File: src/rtl/pipeline_ctrl_pkg.sv
// Shared types for the pipeline hazard/stall sequencer: FSM state encoding
// and the PC source select codes.
package pa_pkg;

  typedef enum logic [1:0] {
    S_RUN   = 2'd0,
    S_IMISS = 2'd1,
    S_DMISS = 2'd2,
    S_MUL   = 2'd3
  } ctrl_state_t;

  localparam logic [1:0] PC_SEQ = 2'd0;
  localparam logic [1:0] PC_BR  = 2'd1;
  localparam logic [1:0] PC_EXC = 2'd2;

endpackage

File: src/rtl/pipeline_ctrl_stall_counter.sv
// Saturating down-counter that times the multi-cycle multiply hold.
// Supports load, decrement, clear and exposes a zero flag.
module stall_counter #(
  parameter int W = 3
) (
  input  logic         clk,
  input  logic         reset,
  input  logic         clr_i,
  input  logic         load_i,
  input  logic [W-1:0] load_val_i,
  input  logic         dec_i,
  output logic         zero_o
);

  logic [W-1:0] cnt_q;
  logic [W-1:0] cnt_d;

  always_comb begin
    cnt_d = cnt_q;
    if (clr_i) begin
      cnt_d = '0;
    end else if (load_i) begin
      cnt_d = load_val_i;
    end else if (dec_i && (cnt_q != '0)) begin
      cnt_d = cnt_q - 1'b1;
    end
  end

  // NOTE: registers update with non-blocking assignments so every flop samples pre-edge values.
  always_ff @(posedge clk) begin
    if (reset) begin
      cnt_q <= '0;
    end else begin
      cnt_q <= cnt_d;
    end
  end

  assign zero_o = (cnt_q == '0);

endmodule

File: src/rtl/pipeline_ctrl.sv
// Hazard/stall sequencer for the 5-stage core: drives write enables and
// synchronous clears of the PC and the four inter-stage registers.
module pipeline_ctrl
  import pa_pkg::*;
#(
  parameter int MUL_LAT = 5
) (
  input  logic       clk,
  input  logic       reset,
  input  logic       icache_miss,
  input  logic       icache_ready,
  input  logic       dcache_miss,
  input  logic       dcache_ready,
  input  logic       mul_start,
  input  logic       load_use,
  input  logic       branch_taken,
  input  logic       exception,
  output logic       pc_wr,
  output logic [1:0] pc_sel,
  output logic       wr_if_id,
  output logic       wr_id_ex,
  output logic       wr_ex_mem,
  output logic       wr_mem_wb,
  output logic       flush_if_id,
  output logic       flush_id_ex,
  output logic       flush_ex_mem,
  output logic       flush_mem_wb,
  output logic       busy
);

  localparam int CW = $clog2(MUL_LAT);
  localparam logic [CW-1:0] MUL_LOAD = CW'(MUL_LAT - 2);

  ctrl_state_t state_q;
  ctrl_state_t state_d;
  logic        cnt_load;
  logic        cnt_dec;
  logic        cnt_clr;
  logic        cnt_zero;
  logic        imiss_act;

  stall_counter #(.W(CW)) u_stall_counter (
    .clk        (clk),
    .reset      (reset),
    .clr_i      (cnt_clr),
    .load_i     (cnt_load),
    .load_val_i (MUL_LOAD),
    .dec_i      (cnt_dec),
    .zero_o     (cnt_zero)
  );

  // An outstanding fetch miss keeps stalling until its data returns.
  assign imiss_act = (state_q == S_RUN) ? icache_miss : ~icache_ready;

  // NOTE: every output and next-state signal gets a default first, so no path can infer a latch.
  always_comb begin
    state_d      = state_q;
    cnt_load     = 1'b0;
    cnt_dec      = 1'b0;
    cnt_clr      = 1'b0;
    pc_wr        = 1'b1;
    pc_sel       = PC_SEQ;
    wr_if_id     = 1'b1;
    wr_id_ex     = 1'b1;
    wr_ex_mem    = 1'b1;
    wr_mem_wb    = 1'b1;
    flush_if_id  = 1'b0;
    flush_id_ex  = 1'b0;
    flush_ex_mem = 1'b0;
    flush_mem_wb = 1'b0;

    if (reset) begin
      state_d      = S_RUN;
      cnt_clr      = 1'b1;
      pc_wr        = 1'b0;
      wr_if_id     = 1'b0;
      wr_id_ex     = 1'b0;
      wr_ex_mem    = 1'b0;
      wr_mem_wb    = 1'b0;
      flush_if_id  = 1'b1;
      flush_id_ex  = 1'b1;
      flush_ex_mem = 1'b1;
      flush_mem_wb = 1'b1;
    end else if (exception) begin
      state_d      = S_RUN;
      cnt_clr      = 1'b1;
      pc_sel       = PC_EXC;
      flush_if_id  = 1'b1;
      flush_id_ex  = 1'b1;
      flush_ex_mem = 1'b1;
      flush_mem_wb = 1'b1;
    end else begin
      case (state_q)
        S_DMISS: begin
          if (dcache_ready) begin
            state_d = S_RUN;
          end else begin
            pc_wr        = 1'b0;
            wr_if_id     = 1'b0;
            wr_id_ex     = 1'b0;
            wr_ex_mem    = 1'b0;
            flush_mem_wb = 1'b1;
          end
        end
        S_MUL: begin
          if (dcache_miss) begin
            // EX/MEM is held, so the multiply result survives the data miss.
            state_d      = S_DMISS;
            cnt_clr      = 1'b1;
            pc_wr        = 1'b0;
            wr_if_id     = 1'b0;
            wr_id_ex     = 1'b0;
            wr_ex_mem    = 1'b0;
            flush_mem_wb = 1'b1;
          end else if (!cnt_zero) begin
            cnt_dec      = 1'b1;
            pc_wr        = 1'b0;
            wr_if_id     = 1'b0;
            wr_id_ex     = 1'b0;
            flush_ex_mem = 1'b1;
          end else begin
            state_d = S_RUN;
            cnt_clr = 1'b1;
          end
        end
        default: begin
          if (dcache_miss) begin
            state_d      = S_DMISS;
            pc_wr        = 1'b0;
            wr_if_id     = 1'b0;
            wr_id_ex     = 1'b0;
            wr_ex_mem    = 1'b0;
            flush_mem_wb = 1'b1;
          end else if (mul_start) begin
            state_d      = S_MUL;
            cnt_load     = 1'b1;
            pc_wr        = 1'b0;
            wr_if_id     = 1'b0;
            wr_id_ex     = 1'b0;
            flush_ex_mem = 1'b1;
          end else if (branch_taken) begin
            // Redirect abandons any in-flight fetch, including a load-use victim in ID.
            state_d     = S_RUN;
            pc_sel      = PC_BR;
            flush_if_id = 1'b1;
            flush_id_ex = 1'b1;
          end else begin
            if (load_use) begin
              pc_wr       = 1'b0;
              wr_if_id    = 1'b0;
              flush_id_ex = 1'b1;
            end else if (imiss_act) begin
              pc_wr       = 1'b0;
              flush_if_id = 1'b1;
            end
            if (state_q == S_RUN) begin
              state_d = icache_miss ? S_IMISS : S_RUN;
            end else begin
              state_d = icache_ready ? S_RUN : S_IMISS;
            end
          end
        end
      endcase
    end
  end

  always_ff @(posedge clk) begin
    if (reset) begin
      state_q <= S_RUN;
    end else begin
      state_q <= state_d;
    end
  end

  assign busy = (state_q != S_RUN);

endmodule

File: config.mk
export PLATFORM = sky130hd
export DESIGN_NAME = pipeline_ctrl
export DESIGN_NICKNAME = d
export VERILOG_FILES = /design/src/rtl/pipeline_ctrl_pkg.sv /design/src/rtl/pipeline_ctrl_stall_counter.sv /design/src/rtl/pipeline_ctrl.sv
export SDC_FILE = /design/constraint.sdc
export NUM_CORES = 1
export LEC_CHECK = 0
export CORE_UTILIZATION = 34
export CTS_CLUSTER_SIZE = 30
export DETAILED_ROUTE_END_ITERATION = 8
export PLACE_DENSITY_LB_ADDON = 0.15
export SLEW_MARGIN = 0
export SYNTH_ARGS = -nofsm -noshare
export SYNTH_HDL_FRONTEND = slang
export SYNTH_SLANG_ARGS = --single-unit
File: constraint.sdc
create_clock -name clk -period 1.3 [get_ports clk]
set_clock_uncertainty 0.05 [all_clocks]
set_input_delay 0.13 -clock clk [delete_from_list [all_inputs] [get_ports clk]]
set_output_delay 0.13 -clock clk [all_outputs]
set_load 0.1 [all_outputs]
==> results of run 1 <==
[cell families after synthesis]
logic type	after synthesis
buffers and inverters	5
DFF	5
and+or+nand+nor	28
adders and majority gates	2
muxes	1
AOI/OAI and AO/OA	18
[through the flow]
step | util (%) | area, µm²
2_1_floorplan | - | 579
3_3_place_gp | 91.1 | 1080
3_5_place_dp | 91.1 | 1080
==> results.tsv, run 1 <==
stage	metric	value	unit
placement	dp_hpwl	1600	µm
synth	synth.distinct_cells	29	
clocking	ctsResizeCount	26	
synth	synth_nets	71	
clocking	postCtsHoldBufs	0	
clocking	cts.sinks	5	
run_status	failed_stage	clock tree synthesis (4_1_cts)	
synth	syn_area_per_cell	7.78	µm²
synth	yosys.area_share.simple	37.9	%
synth	synth_top_flop_cell	dfxtp_1	
clocking	cts_buffer_depth	2	
synth	synth_mux_area_share	2.45	%
synth	yosys_warnings	0	
die	row_count	12	
synth	async_reset_ff_share	0	%
clocking	post_cts_buffers	8	
synth	synth_area_leaders	dfxtp_1, a21oi_1, ha_1	
clocking	cts-root-buf	clkbuf_4	
run_status	error	[ERROR DPL-0038] Utilization greater than 100%, impossible to legalize	
die	die_height	38.8	µm
synth	synth_top_family_by_area	simple AND/OR/NAND/NOR gates	
placement	io_buffers	21	
synth	synth_area	459	µm²
synth	seq_area_frac_synth	21.8	%
synth	synth-edff-count	0	
synth	synthXorXnorAreaFrac	0	%
synth	synth_seq_cells	5	
clocking	numCtsBuffers	3	
clocking	htreeDepth	1	
synth	synth_compound_area_share	26.7	%
run_status	status	stopped before the end	
synth	synth_common_cells	a21oi_1, dfxtp_1, nor2_1, nor3_1	
placement	gp_congestion	0.802	
synth	yosysTopAreaCell	dfxtp_1	
placement	placedCellCount	115	
die	dieWidth	38.8	µm
die	io_pins	22	
synth	synth-adder-area-share	5.45	%
die	initial_core_util	38.7	%
synth	syn-instance-count	59	
placement	place_ws	-521	ps
synth	synth_top_area_share	21.8	%
==> inputs of run 2 (changes only) <==
Settings changed: CORE_AREA from default to 2 2 63 65, CORE_UTILIZATION 34 to default, CTS_CLUSTER_SIZE 30 to default, DIE_AREA from default to 0 0 65 67.
Clock period 1.3 ns to 1.7 ns, I/O delays scaled along.
==> run 2 against run 1 <==
Net effect: the flow now finishes, with violations (negative setup slack); synthesized area is the same; synthesized cell count is the same.
==> results.tsv, run 2 <==
stage	metric	value	unit	change
sta	worst_slack	-136	ps	
run_status	violations	negative setup slack		
worst_setup_path	end_kind	output pin		
detailed_routing	wirelength	1640	µm	
die	initial_core_util	12.7	%	was 38.7%
die	row_count	22		was 12
placement	placedCellCount	141		was 115
detailed_routing	drc_errors	0		
die	die_height	67	µm	was 38.8 µm
layout	drive_gt1_share	60.0	%	
clocking	cts_buffer_depth	2		unchanged
clocking	clkTransAtPathRegs	40	ps	
synth	synth_area	459	µm²	unchanged
placement	gp_congestion	0.723		was 0.802
layout	reg_top3	u_stall_counter.cnt_q: 3 flops, state_q: 2 flops		
power	ir_worst_vdd	263	µV	
clocking	cts.sinks	5		unchanged
placement	post_dp_cell_area	1060	µm²	was 1080 µm²
die	coreArea	3610	µm²	
clocking	cts-root-buf	clkbuf_8		was clkbuf_4
synth	seq_area_frac_synth	21.8	%	unchanged
layout	mostFrequentLayoutCells	buf_4, buf_12, clkdlybuf4s50_1		
layout	nets	113		
detailed_routing	drtPass1Iterations	4		
worst_setup_path	cp_common_cell	nor2b_4		
synth	yosysTopAreaCell	dfxtp_1		unchanged
synth	syn-instance-count	59		unchanged
worst_setup_path	cpPeakStageDelay	310	ps	
power	p_leak	0.000456	µW	
worst_hold_path	hold_depth	3		
grt	grt_pass1_vias	588		
sta	hold_viol_final	0		
worst_setup_path	r2r-end	state_q[0]		
worst_setup_path	path_class	reg -> out		
sta	fin_setup_tns	-546	ps	
grt	antenna_found_initial	0		
clocking	numCtsBuffers	3		unchanged
worst_setup_path	crit_path_top_delay_cell	dfxtp_2		
synth	synth_seq_cells	5		unchanged
worst_setup_path	ff2ff_setup_slack	280	ps	
layout	largest_reg_flops	3		
synth	async_reset_ff_share	0	%	unchanged
layout	diodes	0		
grt	grt_max_degree	9		
layout	syn_to_final_growth	147	%	
synth	synth_top_area_share	21.8	%	unchanged
worst_setup_path	path_delay_family	simple AND/OR/NAND/NOR gates		
layout	finalNonFillerCells	148		
sta	min_period	1840	ps	
clocking	htreeDepth	1		unchanged
layout	top_register	u_stall_counter.cnt_q		
layout	final_common_cell	buf_4		
detailed_routing	wl_per_cell	11.1	µm	
sta	rsz0062_at_grt	true		
worst_setup_path	r2r_cells	7		
synth	synth.distinct_cells	29		unchanged
sta	slew_headroom	79.1	%	
worst_setup_path	cp_data_required_time	1480	ps	
worst_setup_path	critPathArrivalTime	1620	ps	
detailed_routing	drt_first_iter_violations	27		
worst_setup_path	crit_chain	inv_2 > ha_4 > nor2b_4 > nor2b_4 > a31oi_4 > a21oi_4 > buf_12		
grt	track_usage	8.47	%	
sta	setup_viol	5		
worst_hold_path	worstHoldEndpoint	state_q[0]		
power	power	711	µW	
sta	fmax	545	MHz	
placement	dp_hpwl	1380	µm	was 1600 µm
synth	synth_top_flop_cell	dfxtp_1		unchanged
detailed_routing	vias	574		
synth	syn_area_per_cell	7.78	µm²	unchanged
die	io_pins	22		unchanged
synth	synth_area_leaders	dfxtp_1, a21oi_1, ha_1		unchanged
detailed_routing	ant_nets	0		
worst_hold_path	hp-start	mul_start		
grt	grt_overflow	0		
run_status	status	complete, but fails checks		was stopped before the end
power	p_per_area	626	nW/µm²	
placement	io_buffers	21		unchanged
clocking	cts_tree	yes		
synth	synth_nets	71		unchanged
sta	maxSlewViolCount	0		
synth	yosys_warnings	0		unchanged
clocking	clkLatencyLatePin	220	ps	
worst_setup_path	r2r_start	u_stall_counter.cnt_q[1]		
worst_hold_path	hold_class	in -> reg		
worst_setup_path	path_max_fanout	3		
grt	grt_pass1_wl	2790	µm	
sta	tightest_slew	311	ps	
synth	synth_common_cells	a21oi_1, dfxtp_1, nor2_1, nor3_1		unchanged
worst_setup_path	cp_num_buf_inv	2		
detailed_routing	vias_per_cell	3.88		
worst_setup_path	start_kind	register		
synth	synth-edff-count	0		unchanged
die	dieArea	4360	µm²	
job	maxCapViolCount	0		
sta	fin_crit_sh	108	%	
layout	postLayoutCellArea	1130	µm²	
die	dieWidth	65	µm	was 38.8 µm
run 2: cell counts after synthesis:
No cell type changed its count.
run 2: kinds of logic after synthesis:
group	count (synthesis)	synth area share (%)
flops	5	21.8
compound gates	18	26.7
simple gates	28	37.9
buf+inv	5	5.72
fa+ha+maj	2	5.45
mux	1	2.45
run 2: final cells by class:
class	instances	area (µm²)
Fill cell	376	2470
Timing Repair Buffer	38	455
Multi-Input combinational cell	49	452
Sequential cell	5	108
Tap cell	48	60.1
Clock buffer	4	45.0
Inverter	4	15.0
run 2: power breakdown:
part           switching [µW]  leakage [µW]  internal [µW]
clock                    57.7     0.0000228            161
sequential               5.92     0.0000427            122
combinational             215      0.000391            149
total                     279      0.000456            432
run 2: worst max-delay path by stage:
stage	endpoint	slack, ps	depth (start not counted)	start
6_report	wr_id_ex	-140	7	u_stall_counter.cnt_q[1]
5_1_grt	wr_if_id	-220	7	u_stall_counter.cnt_q[1]
4_1_cts	pc_wr	-160	7	u_stall_counter.cnt_q[1]
3_5_place_dp	pc_wr	-220	7	dcache_miss
3_3_place_gp	pc_wr	-210	7	dcache_miss
2_1_floorplan	flush_if_id	-250	3	state_q[1]
run 2: per-layer routing:
metal / up-vias / GRT usage, % / share of wire, %
li1: 296 / - / -
met1: 255 / 11.7 / 45
met2: 21 / 12.1 / 44
met3: 2 / 3.21 / 9.4
met4: 0 / 2.39 / 0.85
met5: - / 0 / 0
run 2: per-stage QoR:
stage,hold slack [ps],setup WS (ps),util (%)
floorplan,294,-252,-
global placement,391,-210,29.3
detailed placement,397,-217,29.3
CTS,454,-157,31.4
global route,464,-219,31.5
finish,457,-136,31.5
run 2: worst reg2reg max path: stages, from the launching register on:
cell and delay [ps]:
dfxtp_2 310, inv_2 70, ha_4 130, nor2b_4 180, nor3_4 50, buf_4 150, o21bai_1 150, o221a_1 220
run 2: what timing repair did:
action                                  4_1_cts  5_1_grt
gates resized for setup                       6        1
endpoints found under the hold margin         0        0
endpoints found under the setup margin        8        6
pin swaps                                     8        2
hold buffers                                  0        0
setup buffers                                 3        0
Power figures use the tool's default switching activity.
